**src/rtl/dut_scan_counter.sv**
```systemverilog
// ----------------------------------------------------------------------------
// dut_scan_counter
//
// X/Y scan counter that answers the engine's start/enable/near_end handshake.
// X counts pixels along a row, Y counts rows along a frame. Each axis raises
// near_end_* a programmable number of steps before its last position so the
// engine can issue the next start without a bubble cycle.
//
// Handshake (both axes):
//   enable_* qualifies everything on that axis. start_* is only meaningful
//   with enable_* high; start_* && enable_* latches the length, restarts the
//   position at 0 and enters RUN. The engine watches near_end_* and may
//   re-issue start_* the cycle after it appears. With the default X lead of 1,
//   this makes x_pos go from its last pixel straight back to 0. Handshake
//   violations are reported as a one-cycle pulse on protocol_err and cause no
//   counting.
//
// Ports:
//   clk, rst              rising-edge clock, asynchronous active-high reset
//   start_x, enable_x     X restart / X run qualifier (enable_x low = X idle)
//   start_y, enable_y     Y restart / per-row advance pulse
//   x_len, y_len          row length / frame height, sampled on start (0 -> 1)
//   x_pos, y_pos          current pixel / row index
//   near_end_x/_y         axis is within its lead of the last position
//   x_busy, y_busy        axis is in RUN
//   protocol_err          one-cycle pulse after an illegal handshake
//   x_state_dbg/_y        raw FSM state of each axis (0 IDLE, 1 RUN, 2 DONE)
//
// All outputs come straight from flops; there is no input->output path.
// ----------------------------------------------------------------------------
module dut_scan_counter #(
    parameter int X_WIDTH     = 10,
    parameter int Y_WIDTH     = 10,
    parameter int X_NEAR_LEAD = 1,
    parameter int Y_NEAR_LEAD = 0
) (
    input  logic               clk,
    input  logic               rst,
    input  logic               start_x,
    input  logic               enable_x,
    output logic               near_end_x,
    input  logic               start_y,
    input  logic               enable_y,
    output logic               near_end_y,
    input  logic [X_WIDTH-1:0] x_len,
    input  logic [Y_WIDTH-1:0] y_len,
    output logic [X_WIDTH-1:0] x_pos,
    output logic [Y_WIDTH-1:0] y_pos,
    output logic               x_busy,
    output logic               y_busy,
    output logic               protocol_err,
    output logic [1:0]         x_state_dbg,
    output logic [1:0]         y_state_dbg
);

    typedef enum logic [1:0] {
        AX_IDLE = 2'd0,
        AX_RUN  = 2'd1,
        AX_DONE = 2'd2
    } axis_state_e;

    localparam logic [X_WIDTH-1:0] X_ONE  = X_WIDTH'(1);
    localparam logic [Y_WIDTH-1:0] Y_ONE  = Y_WIDTH'(1);
    localparam logic [X_WIDTH-1:0] X_LEAD = X_WIDTH'(X_NEAR_LEAD);
    localparam logic [Y_WIDTH-1:0] Y_LEAD = Y_WIDTH'(Y_NEAR_LEAD);

    // ------------------------------------------------------------------
    // State
    // ------------------------------------------------------------------
    axis_state_e        x_state_q, x_state_d;
    logic [X_WIDTH-1:0] x_pos_q, x_pos_d;
    logic [X_WIDTH-1:0] x_len_q, x_len_d;      // latched Lx (min 1 once started)
    logic               near_end_x_q, near_end_x_d;

    axis_state_e        y_state_q, y_state_d;
    logic [Y_WIDTH-1:0] y_pos_q, y_pos_d;
    logic [Y_WIDTH-1:0] y_len_q, y_len_d;      // latched Ly (min 1 once started)
    logic               near_end_y_q, near_end_y_d;

    logic               enable_x_prev_q, enable_x_prev_d;
    logic               protocol_err_q, protocol_err_d;

    // Last index and near-end trigger index, derived from the next-cycle length
    // so near_end_* is registered together with the position it refers to.
    logic [X_WIDTH-1:0] x_last_q, x_last_d, x_near_d;
    logic [Y_WIDTH-1:0] y_last_q, y_last_d, y_near_d;

    assign x_last_q = x_len_q - X_ONE;
    assign y_last_q = y_len_q - Y_ONE;

    // ------------------------------------------------------------------
    // X axis
    // ------------------------------------------------------------------
    always_comb begin
        x_state_d    = x_state_q;
        x_pos_d      = x_pos_q;
        x_len_d      = x_len_q;
        x_last_d     = '0;
        x_near_d     = '0;
        near_end_x_d = 1'b0;

        if (!enable_x) begin
            x_state_d = AX_IDLE;
            x_pos_d   = '0;
        end else if (start_x) begin
            // Start wins over count, including from RUN (back-to-back rows).
            x_len_d   = (x_len == '0) ? X_ONE : x_len;
            x_pos_d   = '0;
            x_state_d = AX_RUN;
        end else begin
            case (x_state_q)
                AX_RUN: begin
                    // The last pixel is shown for one RUN cycle, then DONE holds it.
                    if (x_pos_q == x_last_q) begin
                        x_state_d = AX_DONE;
                    end else begin
                        x_pos_d = x_pos_q + X_ONE;
                    end
                end
                default: ;  // IDLE waits for start, DONE holds Lx-1
            endcase
        end

        // Rows shorter than the lead flag near_end on their first pixel.
        x_last_d = x_len_d - X_ONE;
        x_near_d = (x_last_d <= X_LEAD) ? '0 : (x_last_d - X_LEAD);
        near_end_x_d = (x_state_d == AX_RUN) && (x_pos_d == x_near_d);
    end

    // ------------------------------------------------------------------
    // Y axis
    // ------------------------------------------------------------------
    always_comb begin
        y_state_d       = y_state_q;
        y_pos_d         = y_pos_q;
        y_len_d         = y_len_q;
        y_last_d        = '0;
        y_near_d        = '0;
        near_end_y_d    = 1'b0;
        enable_x_prev_d = enable_x;

        if (enable_y && start_y) begin
            y_len_d   = (y_len == '0) ? Y_ONE : y_len;
            y_pos_d   = '0;
            y_state_d = AX_RUN;
        end else if ((y_state_q == AX_DONE) && enable_x_prev_q && !enable_x) begin
            // Frame end: the engine dropping enable_x after the last row
            // releases Y back to IDLE. Y never idles on enable_y alone.
            y_state_d = AX_IDLE;
            y_pos_d   = '0;
        end else if (enable_y && (y_state_q == AX_RUN)) begin
            if (y_pos_q == y_last_q) begin
                y_state_d = AX_DONE;
            end else begin
                y_pos_d = y_pos_q + Y_ONE;
            end
        end

        y_last_d = y_len_d - Y_ONE;
        y_near_d = (y_last_d <= Y_LEAD) ? '0 : (y_last_d - Y_LEAD);
        // Held through DONE so the engine's combined near_end test still fires.
        near_end_y_d = ((y_state_d == AX_RUN) && (y_pos_d == y_near_d)) ||
                       (y_state_d == AX_DONE);
    end

    // ------------------------------------------------------------------
    // Handshake violations
    // ------------------------------------------------------------------
    always_comb begin
        protocol_err_d = (start_x && !enable_x) ||
                         (start_y && !enable_y) ||
                         (enable_y && !start_y && (y_state_q != AX_RUN));
    end

    // ------------------------------------------------------------------
    // Registers
    // ------------------------------------------------------------------
    always_ff @(posedge clk or posedge rst) begin
        if (rst) begin
            x_state_q       <= AX_IDLE;
            x_pos_q         <= '0;
            x_len_q         <= '0;
            near_end_x_q    <= 1'b0;
            y_state_q       <= AX_IDLE;
            y_pos_q         <= '0;
            y_len_q         <= '0;
            near_end_y_q    <= 1'b0;
            enable_x_prev_q <= 1'b0;
            protocol_err_q  <= 1'b0;
        end else begin
            x_state_q       <= x_state_d;
            x_pos_q         <= x_pos_d;
            x_len_q         <= x_len_d;
            near_end_x_q    <= near_end_x_d;
            y_state_q       <= y_state_d;
            y_pos_q         <= y_pos_d;
            y_len_q         <= y_len_d;
            near_end_y_q    <= near_end_y_d;
            enable_x_prev_q <= enable_x_prev_d;
            protocol_err_q  <= protocol_err_d;
        end
    end

    assign x_pos        = x_pos_q;
    assign y_pos        = y_pos_q;
    assign near_end_x   = near_end_x_q;
    assign near_end_y   = near_end_y_q;
    assign x_busy       = (x_state_q == AX_RUN);
    assign y_busy       = (y_state_q == AX_RUN);
    assign protocol_err = protocol_err_q;
    assign x_state_dbg  = x_state_q;
    assign y_state_dbg  = y_state_q;

endmodule
```
**config.mk**
```make
export PLATFORM = sky130hd
export DESIGN_NAME = dut_scan_counter
export DESIGN_NICKNAME = d
export VERILOG_FILES = /design/src/rtl/dut_scan_counter.sv
export SDC_FILE = /design/constraint.sdc
export NUM_CORES = 1
export LEC_CHECK = 0
export CAP_MARGIN = 20
export CORE_ASPECT_RATIO = 2
export CORE_MARGIN = 2
export CORE_UTILIZATION = 57
export CTS_CLUSTER_SIZE = 12
export DETAILED_ROUTE_END_ITERATION = 6
export HOLD_SLACK_MARGIN = 0.12
export PLACE_DENSITY = 0.82
export SLEW_MARGIN = 20
export SYNTH_ARGS = -nofsm -noshare
export SYNTH_HDL_FRONTEND = slang
export SYNTH_SLANG_ARGS = --single-unit
```
**constraint.sdc**
```tcl
create_clock -name clk -period 6.2 [get_ports clk]
set_clock_uncertainty 0.1 [all_clocks]
set_input_delay 1.24 -clock clk [delete_from_list [all_inputs] [get_ports clk]]
set_output_delay 1.24 -clock clk [all_outputs]
set_load 0.03 [all_outputs]
```
==> results.toml <==
[clock_network]
cts.htree.levels = 2
clock-sinks = 48
cts_hold_buf = 0
cts-buffers-inserted = 5
cts_resized = 0
root_buffer = "clkbuf_16"
cts_tree = "built"
clkLatencyLatePin_ps = 290
post-cts-setup-buffers = 0
clockBufferDepth = 2
clkTransAtPathRegs_ps = 70

[detailed_routing]
post_drt_via_cell_ratio = 6.66
drc_errors = 0
drt_wl_total_um = 13900
antenna_left = 0
dr.pass1.iters = 6
vias = 4487
wire_per_inst_um = 20.6
drt-initial-drc-count = 374

[setup_path]
required_ps = 6290
arrival_ps = 5730
cp_max_fo = 11
critPathKind = "primary input to flop"
worstSetupEndpointType = "flop"
worst_setup_path_start_kind = "primary input"

[synth]
ys.flop_type = "dfrtp_1"
synth_area_um2 = 4380
async_flop_share_pct = 100
synth_top_area_share_pct = 27.4
synth_edf_count = 0
yosysMostFrequentCell = "nand2_1"
syn_area_per_cell_um2 = 8.23
synth-seq-cells = 48
synth.area.top_cells = "dfrtp_1, xnor2_1, mux2i_1"
syn_inst = 532
synth_cell_type_count = 72
yosysWarnings = 0
ys_seq_area_share_pct = 27.4
ys_top_cells_by_count = "nand2_1, dfrtp_1, xnor2_1"
yosys.area.top_type = "dfrtp_1"
syn-num-nets = 568

[timing]
rsz0062_at_grt = "no"
setup_violations = 0
worstMarginPinSlew_ps = 746
max_freq_mhz = 177
min_period_ps = 5640
setup_ws_ps = 557
period_share_pct = 91.0
drv_slew = 0
hold_viol = 0
relSlewSlack_pct = 49.8
tns_ps = 0

[die]
ios = 55
dieArea_um2 = 8440
die_x_um = 66.0
core_um2 = 7540
start_util_pct = 58.1
rows = 45
die_h_um = 128

[cells_and_area]
nNetsFinal = 615
n_antenna_cell = 0
layout-drive-gt1-share_pct = 6.38
area_delta_synth_final_pct = 17.5
fill_cells = 635

[placement]
place_ws_ps = 314
portBuffers = 54
place_congestion = 0.946
hpwl_um = 10700

[power_and_ir_drop]
ir_drop_mv = 0.173
powerDensity_nw_per_um2 = 230
total_power_mw = 1.19
leakage_nw = 2.08

[global_route]
grt_first_pass_wirelength_um = 22300
gr-usage-met3_pct = 4.57
grt.overflow.total = 0
grt_usage_pct = 34.5
grt_max_degree = 49
antenna_found_initial = 0
grtUsageMet1_pct = 32.0
met2_usage_pct = 65.0
grt_busiest_layer = "met2"
grt_pass1_vias = 4571

[status]
status = "finished, final reports clean"

[job]
drv_cap = 0

[worst_hold_path]
hp-class = "flop to flop"
metal layers:
metal  vias up  wire length, µm
li1       2061                -
met1      2172             4600
met2       183             7670
met3        71              499
met4         0             1110
met5         -                0
placed cells by master, fill, tap and decap left out, types with 4 or more instances in the layout:
master,instances
and3_1,6
nor4_1,12
nand2_1,52
o31ai_1,8
xor2_1,14
a211o_1,4
inv_1,32
a311oi_1,4
nor2_1,34
a31oi_1,7
dfrtp_1,48
nand3_1,16
clkbuf_16,5
xnor2_1,40
nand4_1,14
nor3_1,12
nor2b_1,5
or4_1,12
clkdlybuf4s50_1,54
or2_2,4
ha_1,10
a21oi_1,21
o311ai_1,4
and2_1,8
or3_1,9
nor3b_1,7
nand2b_1,7
a211oi_1,7
mux2i_1,20
o21ai_0,18
buf_4,8
o211ai_1,10
where the power goes:
group          switching (mW)  internal [mW]
Sequential             0.0712          0.343
Clock                   0.123          0.161
Combinational           0.285          0.202
Total                   0.479          0.706
final cells by class:
type	instances	area [µm²]	area share (%)
clock inverter	1	7.51	0.146
timing repair buffer	62	601	11.7
inverter	34	128	2.48
multi-input combinational	428	2950	57.3
tap	94	118	2.29
clock buffer	7	143	2.77
sequential	48	1200	23.3
critical path, stage by stage:
cell and delay (ps):
clkdlybuf4s50_1 510, nor4_1 340, a311oi_1 140, buf_4 160, or2_1 320, ha_1 270
nor3b_1 160, xnor2_1 150, mux2i_1 160, or2_2 300, a2111o_1 420, or3_1 530
o211ai_1 160, nand4_1 90, or4_1 520, nor4_1 260
state kept, by name, summed over array words and instances, names as in the netlist:
name             count
x_len_q             10
x_pos               10
y_len_q             10
y_pos               10
x_state_dbg          2
y_state_dbg          2
enable_x_prev_q      1
near_end_x           1
near_end_y           1
protocol_err         1
cell families (layout without fill, tap and decap cells):
logic type | count (synthesis) | in the layout | synth area share [%]
multiplexers | 24 | 24 | 5.66
adder cells (fa/ha/maj) | 10 | 10 | 2.86
AO/OA/AOI/OAI | 126 | 126 | 21.3
AND/OR/NAND/NOR | 214 | 214 | 26.7
buffers and inverters | 56 | 104 | 5.26
flip-flops | 48 | 48 | 27.4
XOR/XNOR | 54 | 54 | 10.8
per-stage QoR:
stage | hold slack, ps | cells | instance area (µm²) | utilization (%)
after floorplan | 409 | 532 | 4380 | -
after global placement | 428 | 666 | 5000 | 66.2
after detailed placement | 436 | 666 | 5000 | 66.2
after CTS | 453 | 674 | 5150 | 68.2
after global routing | 505 | 674 | 5150 | 68.2
final | 441 | 674 | 5150 | 68.2
path summary, 6_finish.rpt:
check	startpoint	endpoint	slack, ps	depth (start not counted)
setup / recovery	x_len[3]	near_end_x	560	16
hold / removal	x_state_dbg[1]	x_state_dbg[1]	440	2
setup reg to reg	x_len_q[0]	near_end_x	1880	13
hold reg to reg	x_state_dbg[1]	x_state_dbg[1]	440	2
max in group asynchronous	rst	enable_x_prev_q	4220	3
min in group asynchronous	rst	x_len_q[8]	1330	3
Power figures use the tool's default switching activity.
